==> config.mk <==
export PLATFORM = sky130hd
export DESIGN_NAME = pipe_ctrl
export DESIGN_NICKNAME = d
export VERILOG_FILES = /design/src/rtl/pipe_ctrl.sv
export SDC_FILE = /design/constraint.sdc
export NUM_CORES = 1
export LEC_CHECK = 0
export BUFFER_PORTS_ARGS = -buffer_cell sky130_fd_sc_hd__buf_4
export CAP_MARGIN = 20
export CORE_MARGIN = 1.5
export CORE_UTILIZATION = 35
export CTS_CLUSTER_SIZE = 16
export DETAILED_ROUTE_END_ITERATION = 6
export PLACE_DENSITY = 0.63
export SYNTH_ARGS = -nofsm -noshare
export SYNTH_HDL_FRONTEND = slang
export SYNTH_SLANG_ARGS = --single-unit
==> constraint.sdc <==
create_clock -name clk_100MHz -period 2.4 [get_ports clk_100MHz]
set_input_delay 0.48 -clock clk_100MHz [delete_from_list [all_inputs] [get_ports clk_100MHz]]
set_output_delay 0.48 -clock clk_100MHz [all_outputs]
set_load 0.01 [all_outputs]
==> src/rtl/pipe_ctrl.sv <==
// pipe_ctrl -- pipeline hazard / redirect controller for a 5-stage in-order core.
//
// Purpose:
//   Combines the data-bus wait, a multi-cycle divider, EX-stage jumps and
//   load-use hazards into per-stage hold / flush enables and a PC redirect.
//   All hold/flush/jump outputs are combinational so the pipeline registers
//   see them in the same cycle the condition appears. A jump that arrives while
//   the bus is stalled is parked in pend_addr and issued once the bus frees up.
//
// Ports:
//   clk_100MHz     in   1  system clock, rising edge
//   arst_n         in   1  asynchronous active-low reset
//   jump_req_i     in   1  EX taken branch/jump, one-cycle pulse
//   jump_addr_i    in  32  jump target, qualified by jump_req_i
//   ex_load_i      in   1  EX instruction is a load
//   ex_rd_i        in   5  EX destination register
//   id_rs1_i       in   5  ID source register 1
//   id_rs2_i       in   5  ID source register 2
//   div_start_i    in   1  divide launched in EX, one-cycle pulse
//   div_done_i     in   1  divider result valid, one-cycle pulse
//   bus_wait_i     in   1  data bus not ready (level)
//   hold_pc_o      out  1  hold program counter
//   hold_if_id_o   out  1  hold IF/ID register
//   hold_id_ex_o   out  1  hold ID/EX register
//   flush_if_id_o  out  1  bubble into IF/ID
//   flush_id_ex_o  out  1  bubble into ID/EX
//   jump_ena_o     out  1  PC redirect strobe
//   jump_addr_o    out 32  redirect target (0 when jump_ena_o=0)
//   state_o        out  2  FSM state: 0 IDLE, 1 DIV, 2 JPEND
//   stall_cnt_o    out 16  saturating count of edges with hold_pc_o=1

module pipe_ctrl (
  input  logic        clk_100MHz,
  input  logic        arst_n,
  input  logic        jump_req_i,
  input  logic [31:0] jump_addr_i,
  input  logic        ex_load_i,
  input  logic [4:0]  ex_rd_i,
  input  logic [4:0]  id_rs1_i,
  input  logic [4:0]  id_rs2_i,
  input  logic        div_start_i,
  input  logic        div_done_i,
  input  logic        bus_wait_i,
  output logic        hold_pc_o,
  output logic        hold_if_id_o,
  output logic        hold_id_ex_o,
  output logic        flush_if_id_o,
  output logic        flush_id_ex_o,
  output logic        jump_ena_o,
  output logic [31:0] jump_addr_o,
  output logic [1:0]  state_o,
  output logic [15:0] stall_cnt_o
);

  typedef enum logic [1:0] {
    IDLE    = 2'd0,
    DIV     = 2'd1,
    JPEND   = 2'd2,
    INVALID = 2'd3
  } state_t;

  state_t      state_reg;
  logic [31:0] pend_addr_reg;
  logic [15:0] stall_cnt_reg;

  logic load_use;

  // r0 is hard-wired zero, so a load targeting it never creates a hazard.
  assign load_use = ex_load_i && (ex_rd_i != 5'd0) &&
                    ((ex_rd_i == id_rs1_i) || (ex_rd_i == id_rs2_i));

  // Output decode, highest priority first: bus wait, divide, pending jump,
  // live jump, load-use. A jump in the same cycle as a load-use hazard wins:
  // the dependent ID instruction is on the wrong path and gets flushed anyway.
  always_comb begin
    hold_pc_o     = 1'b0;
    hold_if_id_o  = 1'b0;
    hold_id_ex_o  = 1'b0;
    flush_if_id_o = 1'b0;
    flush_id_ex_o = 1'b0;
    jump_ena_o    = 1'b0;
    jump_addr_o   = 32'd0;
    if (bus_wait_i) begin
      hold_pc_o    = 1'b1;
      hold_if_id_o = 1'b1;
      hold_id_ex_o = 1'b1;
    end else if (state_reg == DIV) begin
      // The done cycle releases the pipeline immediately.
      if (!div_done_i) begin
        hold_pc_o    = 1'b1;
        hold_if_id_o = 1'b1;
        hold_id_ex_o = 1'b1;
      end
    end else if (state_reg == JPEND) begin
      jump_ena_o    = 1'b1;
      jump_addr_o   = pend_addr_reg;
      flush_if_id_o = 1'b1;
      flush_id_ex_o = 1'b1;
    end else if (jump_req_i) begin
      jump_ena_o    = 1'b1;
      jump_addr_o   = jump_addr_i;
      flush_if_id_o = 1'b1;
      flush_id_ex_o = 1'b1;
    end else if (load_use) begin
      // Freeze PC and IF/ID, let ID/EX take a bubble.
      hold_pc_o     = 1'b1;
      hold_if_id_o  = 1'b1;
      flush_id_ex_o = 1'b1;
    end
  end

  // Control FSM plus pending-jump address and stall counter.
  always_ff @(posedge clk_100MHz or negedge arst_n) begin
    if (!arst_n) begin
      state_reg     <= IDLE;
      pend_addr_reg <= 32'd0;
      stall_cnt_reg <= 16'd0;
    end else begin
      if (hold_pc_o && (stall_cnt_reg != 16'hFFFF)) begin
        stall_cnt_reg <= stall_cnt_reg + 16'd1;
      end
      case (state_reg)
        IDLE: begin
          // A jump that cannot redirect now (bus stalled) is parked.
          if (jump_req_i && bus_wait_i) begin
            pend_addr_reg <= jump_addr_i;
            state_reg     <= JPEND;
          end else if (div_start_i) begin
            state_reg <= DIV;
          end
        end
        DIV: begin
          if (div_done_i) begin
            state_reg <= IDLE;
          end
        end
        JPEND: begin
          // A newer jump supersedes the parked one.
          if (jump_req_i) begin
            pend_addr_reg <= jump_addr_i;
          end
          // The redirect is driven combinationally in the first non-wait
          // cycle, so leave right after it.
          if (!bus_wait_i) begin
            state_reg <= IDLE;
          end
        end
        default: begin
          state_reg <= IDLE;
        end
      endcase
    end
  end

  assign state_o     = state_reg;
  assign stall_cnt_o = stall_cnt_reg;

endmodule
==> results_tabular.tex, run 1 <==
\begin{tabular}{lr}
\hline
Metric & Value \\
\hline
\multicolumn{2}{l}{\textbf{Logic synthesis}} \\
\quad Synthesized-area fraction occupied by xor and xnor cells & 0.07789 \\
\quad Share of flip-flops with an asynchronous set or reset after synthesis & 1.000 \\
\quad Fraction of the mapped netlist area in compound gates & 0.09040 \\
\quad Post-Syn Instances & 290 \\
\quad Multiplexer share of the synthesized area & 0.1419 \\
\quad Basic-gate share of the synthesized area counting and, or, nand and nor cells & 0.1882 \\
\quad Post-synthesis net count & 345 \\
\quad Post-Synth Adder-Cell Area & 0.004636 \\
\quad Number of synthesis warnings & 0 \\
\quad Dominant register cell in the synthesized netlist & sky130\_fd\_sc\_hd\_\_dfrtp\_1 \\
\quad Most frequently used cell type in the post-synthesis netlist & sky130\_fd\_sc\_hd\_\_nand2\_1 \\
\quad Sequential share of the synthesized area & 0.4636 \\
\quad Cell accounting for the most synthesized area & sky130\_fd\_sc\_hd\_\_dfrtp\_1 \\
\quad Post-synthesis cell type count & 36 \\
\quad Area share of the largest cell type after synthesis & 0.4636 \\
\quad Post-synthesis area per instance & 9.306 um\^{}2 \\
\quad Top cells by count, synth & sky130\_fd\_sc\_hd\_\_nand2\_1 (82), sky130\_fd\_sc\_hd\_\_dfrtp\_1 (50), sky130\_fd\_sc\_hd\_\_mux2\_2 (33) \\
\quad Cell area after synthesis & 2699 um\^{}2 \\
\quad Ranking of synthesized cells by area & sky130\_fd\_sc\_hd\_\_dfrtp\_1 (46\%), sky130\_fd\_sc\_hd\_\_mux2\_2 (14\%), sky130\_fd\_sc\_hd\_\_nand2\_1 (11\%), sky130\_fd\_sc\_hd\_\_a21oi\_1 (5.7\%), sky130\_fd\_sc\_hd\_\_xnor2\_1 (4.2\%) \\
\quad Number of enable flip-flop cells after synthesis & 0 \\
\quad Main combinational cell family by area after synthesis & simple AND/OR/NAND/NOR gates \\
\quad Register bit count reported by yosys & 50 \\
\multicolumn{2}{l}{\textbf{Cells and area}} \\
\quad Total inserted antenna cells & 0 \\
\quad Fraction of layout instances using a drive strength above 1 & 0.4091 \\
\quad P\&R area growth vs syn & 37.46\% \\
\quad Post-route non-filler standard cell count & 495 \\
\quad Filler cell count in the final layout & 730 \\
\quad Register area & around 1300 um\^{}2 \\
\quad Max FFs per register & 32 \\
\quad Final-stage net count & between 400 and 500 \\
\quad Multi-input gate area & $\sim$1400 um\^{}2 \\
\multicolumn{2}{l}{\textbf{STA}} \\
\quad Slew at the pin closest to its max-slew limit & approximately 650 ps \\
\quad Crit path setup slack, layout & 149.1 ps \\
\quad Worst hold margin & 192.0 ps \\
\quad Setup\_tns & 0 ps \\
\quad Post-route fraction of the period consumed by the critical path & 0.9379 \\
\quad Max-slew violation total from the final report & 0 \\
\quad Unrepaired setup endpoints after global routing & no \\
\quad Max-Slew Margin vs Limit & 0.5679 \\
\quad Number of hold-slack violations in the final timing report & 0 \\
\quad Final period demand of the worst path & 2251 ps \\
\quad Timing-limited maximum frequency & 0.4443 GHz \\
\quad Maximum clock skew at final layout & 5.500 ps \\
\quad Final setup violating endpoints & 0 \\
\multicolumn{2}{l}{\textbf{Route}} \\
\quad Final WL & between 6 and 7 mm \\
\quad Number of nets with antenna violations after routing & 0 \\
\quad Average wire length per cell after detail routing & 13.92 um \\
\quad Initial DRC count & 174 \\
\quad Number of vias in the routed layout & around 2,400 \\
\quad Router iterations before antenna repair & 4 \\
\quad Vias per cell & 4.846 \\
\quad Post-route DRC violation count & 0 \\
\multicolumn{2}{l}{\textbf{Floorplanning}} \\
\quad Initial Util & 0.3662 \\
\quad Floorplan die height & 90.81 um \\
\quad Die width & 90.81 um \\
\quad Top-level I/O count & 110 \\
\quad DIE AREA & 8246 um\^{}2 \\
\quad Core ar. & approximately 7400 um\^{}2 \\
\quad Row count & 31 \\
\multicolumn{2}{l}{\textbf{Placed design}} \\
\quad Sum of net half-perimeters after detailed placement & 4.890 mm \\
\quad Global placer's final weighted congestion & approximately 0.74 \\
\quad Worst setup slack before clock tree synthesis & 204.1 ps \\
\quad Count of input and output buffers & 109 \\
\quad Instance count after placement with tap cells included & between 400 and 500 \\
\multicolumn{2}{l}{\textbf{Clocking}} \\
\quad Clk slew on worst S/H paths & 90 ps \\
\quad TritonCTS clock tree & done \\
\quad Clock buffer count from CTS & 5 \\
\quad Hold buffers post-CTS & 0 \\
\quad Clock latency at the later pin of the worst-skew pair & 300 ps \\
\quad Number of clock sinks & 50 \\
\quad Post-cts sizing count & 0 \\
\quad Max clock buf depth & 2 \\
\quad CTS H-tree lvls & 2 \\
\quad Post-CTS repair timing setup buffer count & 0 \\
\quad Cell at the root of the clock tree & sky130\_fd\_sc\_hd\_\_clkbuf\_8 \\
\multicolumn{2}{l}{\textbf{Worst setup path}} \\
\quad Slowest cell on the critical path & sky130\_fd\_sc\_hd\_\_dfrtp\_2 \\
\quad Kind of capture point of the worst setup path & primary output \\
\quad Startpoint class of the critical path & flip-flop \\
\quad Maximum net fanout on the critical path & 9 \\
\quad Critical path data arrival time & 1770 ps \\
\quad Class of the most critical setup path & flip-flop to primary output \\
\quad Crit path cell chain & nor2b\_2, nor3\_1, nand2\_1, o21bai\_1, buf\_4 \\
\quad Peak per-stage delay on the critical path & 470 ps \\
\quad Worst path bufs/invs & 1 \\
\quad Required time at the worst-slack endpoint & 1920 ps \\
\quad Family with the most delay on the worst path & simple AND/OR/NAND/NOR gates \\
\multicolumn{2}{l}{\textbf{GRT}} \\
\quad Number of global-route vias before repair & 2,408 \\
\quad Wire length of the first global-routing pass & about 12 mm \\
\quad Sum of overflow across all layers after global routing & 0 \\
\quad Maximum number of pins on one net before global-route repair & 51 \\
\quad Gr usage total & 0.1715 \\
\quad Antenna violations before repair & 0 \\
\multicolumn{2}{l}{\textbf{Status}} \\
\quad Result of the run & complete, no violations \\
\multicolumn{2}{l}{\textbf{Power and ir drop}} \\
\quad Maximum VDD drop & around 0.00028 V \\
\quad Total power density per cell area & 689.5 nW/um\^{}2 \\
\quad Leakage power total & 1.755 nW \\
\multicolumn{2}{l}{\textbf{Worst hold path}} \\
\quad Class of the worst hold path & input pin to async pin \\
\multicolumn{2}{l}{\textbf{Job}} \\
\quad Number of max-cap violations & 0 \\
\hline
\end{tabular}
## cell usage in the layout, fill, tap and decap left out, drive strengths merged, types with 3 or more instances in the layout
cell type    n
dfrtp       50
clkbuf       5
nand2       82
xnor2       13
nor3         5
mux2        34
nor2        12
nand4        6
nor2b        3
o21ai        4
xor2        11
buf        115
nand3        4
inv          4
a21oi       31
## where the power goes
part           switching [mW]  internal (mW)
logic                   0.402          0.468
registers               0.163           1.06
clock network           0.271          0.196
## cell type report
type / count / area share
timing repair buffer: 115 / 0.2371
multi-input combinational: 220 / 0.3666
clock buffer: 5 / 0.01855
sequential: 50 / 0.3376
tap: 99 / 0.03339
clock inverter: 2 / 0.002698
inverter: 4 / 0.004047
## metrics by stage
step / util / cell area, um^2 / power, mW
finish: 0.5034 / 3710 / 2.558
global placement: 0.4920 / 3626 / 2.087
detailed placement: 0.4920 / 3626 / 2.116
global route: 0.5034 / 3710 / 2.748
CTS: 0.5027 / 3705 / 2.594
floorplan: - / 2699 / 1.706
## cell families after synthesis
| kind of cell | Yosys count |
|---|---|
| simple gates | 118 |
| flops | 50 |
| compound gates | 43 |
| mux | 34 |
| xor+xnor | 24 |
| buf+inv | 20 |
| fa+ha+maj | 1 |
## layer usage
layer / global-route usage / up-vias / wire (um)
li1: - / 1181 / -
met1: 0.2176 / 1152 / 3053
met2: 0.2982 / 61 / 3408
met3: 0.03872 / 5 / 370
met4: 0.03516 / 0 / 58
met5: 0 / - / 0
## final timing paths
| check | from | to | slack (ps) | depth (start not counted) |
|---|---|---|---|---|
| hold / removal | arst_n | stall_cnt_o[6] | 190 | 1 |
| max in group asynchronous | arst_n | state_o[1] | 1740 | 1 |
| hold reg to reg | stall_cnt_o[6] | stall_cnt_o[6] | 500 | 1 |
| setup reg to reg | stall_cnt_o[3] | stall_cnt_o[1] | 260 | 5 |
| setup / recovery | state_o[1] | hold_pc_o | 150 | 5 |
| min in group clk_100MHz | jump_addr_i[1] | pend_addr_reg[1] | 420 | 2 |
No activity file was read; power rests on OpenSTA's default activity.
==> inputs of run 2 (changes only) <==
ABC_AREA = 1   (was unset)
PLACE_DENSITY = 0.62   (was 0.63)
==> results_tabular.tex, run 2 <==
\begin{tabular}{lr}
\hline
Metric & Value \\
\hline
\multicolumn{2}{l}{\textbf{GRT}} \\
\quad Wire length of the first global-routing pass & 12.05 mm (+4.5\%) \\
\quad Number of global-route vias before repair & 2,759 (+15\%) \\
\quad Sum of overflow across all layers after global routing & 0 (unchanged) \\
\quad Maximum number of pins on one net before global-route repair & 63 (+24\%) \\
\quad Gr usage total & 0.1665 (-0.004969) \\
\quad Antenna violations before repair & 0 (unchanged) \\
\multicolumn{2}{l}{\textbf{Floorplanning}} \\
\quad Die width & 95.14 um (+4.8\%) \\
\quad Floorplan die height & 95.14 um (+4.8\%) \\
\quad Row count & 33 (+6.5\%) \\
\quad DIE AREA & 9052 um\^{}2 (+9.8\%) \\
\quad Top-level I/O count & 110 (unchanged) \\
\quad Core ar. & 8217 um\^{}2 (+11\%) \\
\quad Initial Util & 0.3617 (-0.004557) \\
\multicolumn{2}{l}{\textbf{Placed design}} \\
\quad Sum of net half-perimeters after detailed placement & 5.288 mm (+8.2\%) \\
\quad Instance count after placement with tap cells included & 602 (+23\%) \\
\quad Global placer's final weighted congestion & 0.8462 (+14\%) \\
\quad Count of input and output buffers & 109 (unchanged) \\
\quad Instance area at placement & 3897 um\^{}2 (+7.5\%) \\
\multicolumn{2}{l}{\textbf{Cells and area}} \\
\quad Total inserted antenna cells & 0 (unchanged) \\
\quad Post-route non-filler standard cell count & 611 (+23\%) \\
\quad End-of-flow core utilization & 0.4882 (-0.01520) \\
\quad Multi-input gate area & 1435 um\^{}2 (+5.5\%) \\
\quad Register area & 1251 um\^{}2 (about the same) \\
\quad Fraction of layout instances using a drive strength above 1 & 0.2787 (-0.1304) \\
\quad Commonest cells after routing, fill and taps aside & sky130\_fd\_sc\_hd\_\_buf\_4 (111), sky130\_fd\_sc\_hd\_\_nand2\_1 (100), sky130\_fd\_sc\_hd\_\_inv\_1 (50), sky130\_fd\_sc\_hd\_\_dfrtp\_1 (50), sky130\_fd\_sc\_hd\_\_nor2\_1 (49) \\
\quad P\&R area growth vs syn & 34.99\% \\
\quad Final-stage net count & 560 (+24\%) \\
\quad Most common cell after layout, fill and taps aside & sky130\_fd\_sc\_hd\_\_buf\_4 \\
\quad Final instance area & 4011 um\^{}2 (+8.1\%) \\
\quad Max FFs per register & 32 (unchanged) \\
\quad Filler cell count in the final layout & 829 (+14\%) \\
\multicolumn{2}{l}{\textbf{STA}} \\
\quad Slew at the pin closest to its max-slew limit & 645.8 ps (-2.430 ps) \\
\quad Worst hold margin & 203.4 ps (+11.48 ps) \\
\quad Final period demand of the worst path & 2267 ps (+15.63 ps) \\
\quad Number of hold-slack violations in the final timing report & 0 (unchanged) \\
\quad Max-Slew Margin vs Limit & 0.5695 (+0.001620) \\
\quad Final setup violating endpoints & 0 (unchanged) \\
\quad Maximum clock skew at final layout & 7.493 ps (+1.993 ps) \\
\quad Max-slew violation total from the final report & 0 (unchanged) \\
\quad Timing-limited maximum frequency & 0.4412 GHz (-0.69\%) \\
\quad Post-route fraction of the period consumed by the critical path & 0.9444 (+0.006511) \\
\multicolumn{2}{l}{\textbf{Power and ir drop}} \\
\quad Maximum VDD drop & 0.0002927 V (+3.3\%) \\
\quad Total power density per cell area & 782.9 nW/um\^{}2 (+14\%) \\
\quad Leakage power total & 2.159 nW (+23\%) \\
\multicolumn{2}{l}{\textbf{Clocking}} \\
\quad Cell at the root of the clock tree & sky130\_fd\_sc\_hd\_\_clkbuf\_8 \\
\quad Clk slew on worst S/H paths & 90 ps (about the same) \\
\quad CTS H-tree lvls & 2 (unchanged) \\
\quad TritonCTS clock tree & done \\
\quad Clock latency at the later pin of the worst-skew pair & 300 ps (about the same) \\
\quad Max clock buf depth & 2 (unchanged) \\
\quad Clock buffer count from CTS & 5 (unchanged) \\
\quad Number of clock sinks & 50 (unchanged) \\
\quad Hold buffers post-CTS & 0 (unchanged) \\
\multicolumn{2}{l}{\textbf{Worst setup path}} \\
\quad Startpoint class of the critical path & flip-flop \\
\quad Required time at the worst-slack endpoint & 1920 ps (about the same) \\
\quad Class of the most critical setup path & flip-flop to primary output \\
\quad Kind of capture point of the worst setup path & primary output \\
\quad Critical path data arrival time & 1790 ps (+20 ps) \\
\quad Maximum net fanout on the critical path & 32 (+23) \\
\multicolumn{2}{l}{\textbf{Logic synthesis}} \\
\quad Cell accounting for the most synthesized area & sky130\_fd\_sc\_hd\_\_dfrtp\_1 \\
\quad Dominant register cell in the synthesized netlist & sky130\_fd\_sc\_hd\_\_dfrtp\_1 \\
\quad Ranking of synthesized cells by area & sky130\_fd\_sc\_hd\_\_dfrtp\_1 (42\%), sky130\_fd\_sc\_hd\_\_nand2\_1 (13\%), sky130\_fd\_sc\_hd\_\_a211oi\_1 (7.6\%), sky130\_fd\_sc\_hd\_\_nor2\_1 (6.4\%), sky130\_fd\_sc\_hd\_\_inv\_1 (6.3\%) \\
\quad Cell area after synthesis & 2972 um\^{}2 (+10\%) \\
\quad Top cells by count, synth & sky130\_fd\_sc\_hd\_\_nand2\_1 (100), sky130\_fd\_sc\_hd\_\_nor2\_1 (51), sky130\_fd\_sc\_hd\_\_dfrtp\_1 (50), sky130\_fd\_sc\_hd\_\_inv\_1 (50), sky130\_fd\_sc\_hd\_\_o21ai\_0 (33) \\
\quad Post-synthesis area per instance & 7.355 um\^{}2 (-21\%) \\
\quad Register bit count reported by yosys & 50 (unchanged) \\
\quad Sequential share of the synthesized area & 0.4211 (-0.04255) \\
\quad Share of flip-flops with an asynchronous set or reset after synthesis & 1.000 (unchanged) \\
\quad Number of enable flip-flop cells after synthesis & 0 (unchanged) \\
\quad Post-Syn Instances & 404 (+39\%) \\
\quad Post-synthesis net count & 459 (+33\%) \\
\quad Number of synthesis warnings & 0 (unchanged) \\
\quad Post-synthesis cell type count & 31 (-14\%) \\
\quad Most frequently used cell type in the post-synthesis netlist & sky130\_fd\_sc\_hd\_\_nand2\_1 \\
\quad Area share of the largest cell type after synthesis & 0.4211 (-0.04255) \\
\multicolumn{2}{l}{\textbf{Route}} \\
\quad Final WL & 7.248 mm (+5.2\%) \\
\quad Router iterations before antenna repair & 6 (+2) \\
\quad Initial DRC count & 78 (-55\%) \\
\quad Number of vias in the routed layout & 2,898 (+21\%) \\
\quad Post-route DRC violation count & 0 (unchanged) \\
\quad Average wire length per cell after detail routing & 11.86 um (-15\%) \\
\quad Vias per cell & 4.743 (-2.1\%) \\
\quad Number of nets with antenna violations after routing & 0 (unchanged) \\
\multicolumn{2}{l}{\textbf{Worst hold path}} \\
\quad Class of the worst hold path & input pin to async pin \\
\multicolumn{2}{l}{\textbf{Job}} \\
\quad Number of max-cap violations & 0 (unchanged) \\
\multicolumn{2}{l}{\textbf{Status}} \\
\quad Result of the run & complete, no violations \\
\hline
\end{tabular}
## run 2: final timing paths
| path | endpoint | depth (start not counted) | start | slack (ps) |
|---|---|---|---|---|
| setup / recovery | jump_addr_o[3] | 7 | state_o[0] | 130 |
| hold / removal | stall_cnt_o[9] | 1 | arst_n | 200 |
| setup reg to reg | stall_cnt_o[10] | 9 | stall_cnt_o[0] | 330 |
| hold reg to reg | pend_addr_reg[9] | 2 | pend_addr_reg[9] | 490 |
| max in group asynchronous | pend_addr_reg[9] | 1 | arst_n | 1770 |
| min in group clk_100MHz | pend_addr_reg[30] | 2 | jump_addr_i[30] | 420 |
## run 2: cells by family after synthesis
kind of cell / after synthesis / synth area share
xor gates and xnor gates: 15 / 0.04421
DFF: 50 / 0.4211
adders and majority gates: 1 / 0.004210
and+or+nand+nor: 188 / 0.2703
AOI/OAI and AO/OA: 70 / 0.1461
buffers and inverters: 77 / 0.1027
muxes: 3 / 0.01137
## run 2: final cells by class
type	count	area share
Clock buffer	6	0.01809
Clock inverter	2	0.003431
Inverter	57	0.05334
Multi-Input combinational cell	277	0.3578
Sequential cell	50	0.3119
Tap cell	105	0.03275
Timing Repair Buffer	114	0.2227
## run 2: power breakdown
part | switching, mW | internal [mW]
Clock | 0.280 | 0.206
Combinational | 0.674 | 0.574
Sequential | 0.237 | 1.17
Total | 1.19 | 1.95
## run 2: metrics by stage
step	power, mW	setup TNS [ps]	worst slack, ps
after floorplan	2.116	0	321.4
after global placement	2.619	0	359.4
after detailed placement	2.659	0	346.7
after CTS	3.157	0	9.545
after global routing	3.415	-22.65	-17.13
final	3.141	0	133.5
## run 2: what timing repair did
| action | in CTS | in global routing |
|---|---|---|
| setup endpoints to repair | 0 | 30 |
| buffers inserted | 0 | 1 |
| resized for setup | 0 | 5 |
| hold endpoints to repair | 0 | 0 |
## run 2: worst max-delay path, stage by stage, from the launching register on
cell                       delay (ps)
sky130_fd_sc_hd__dfrtp_1          450
sky130_fd_sc_hd__inv_2             90
sky130_fd_sc_hd__nor2_1            70
sky130_fd_sc_hd__nor2_2           170
sky130_fd_sc_hd__nand2_1          120
sky130_fd_sc_hd__buf_12           170
sky130_fd_sc_hd__a211oi_1         220
sky130_fd_sc_hd__buf_4            170
## run 2: metal layers
| layer | vias up | part of all wire | global-route usage | routed length (um) |
|---|---|---|---|---|
| li1 | 1487 | - | - | - |
| met1 | 1320 | 0.47 | 0.2076 | 3389 |
| met2 | 76 | 0.47 | 0.2890 | 3422 |
| met3 | 15 | 0.040 | 0.02951 | 292 |
| met4 | 0 | 0.020 | 0.05473 | 144 |
| met5 | - | 0 | 0 | 0 |
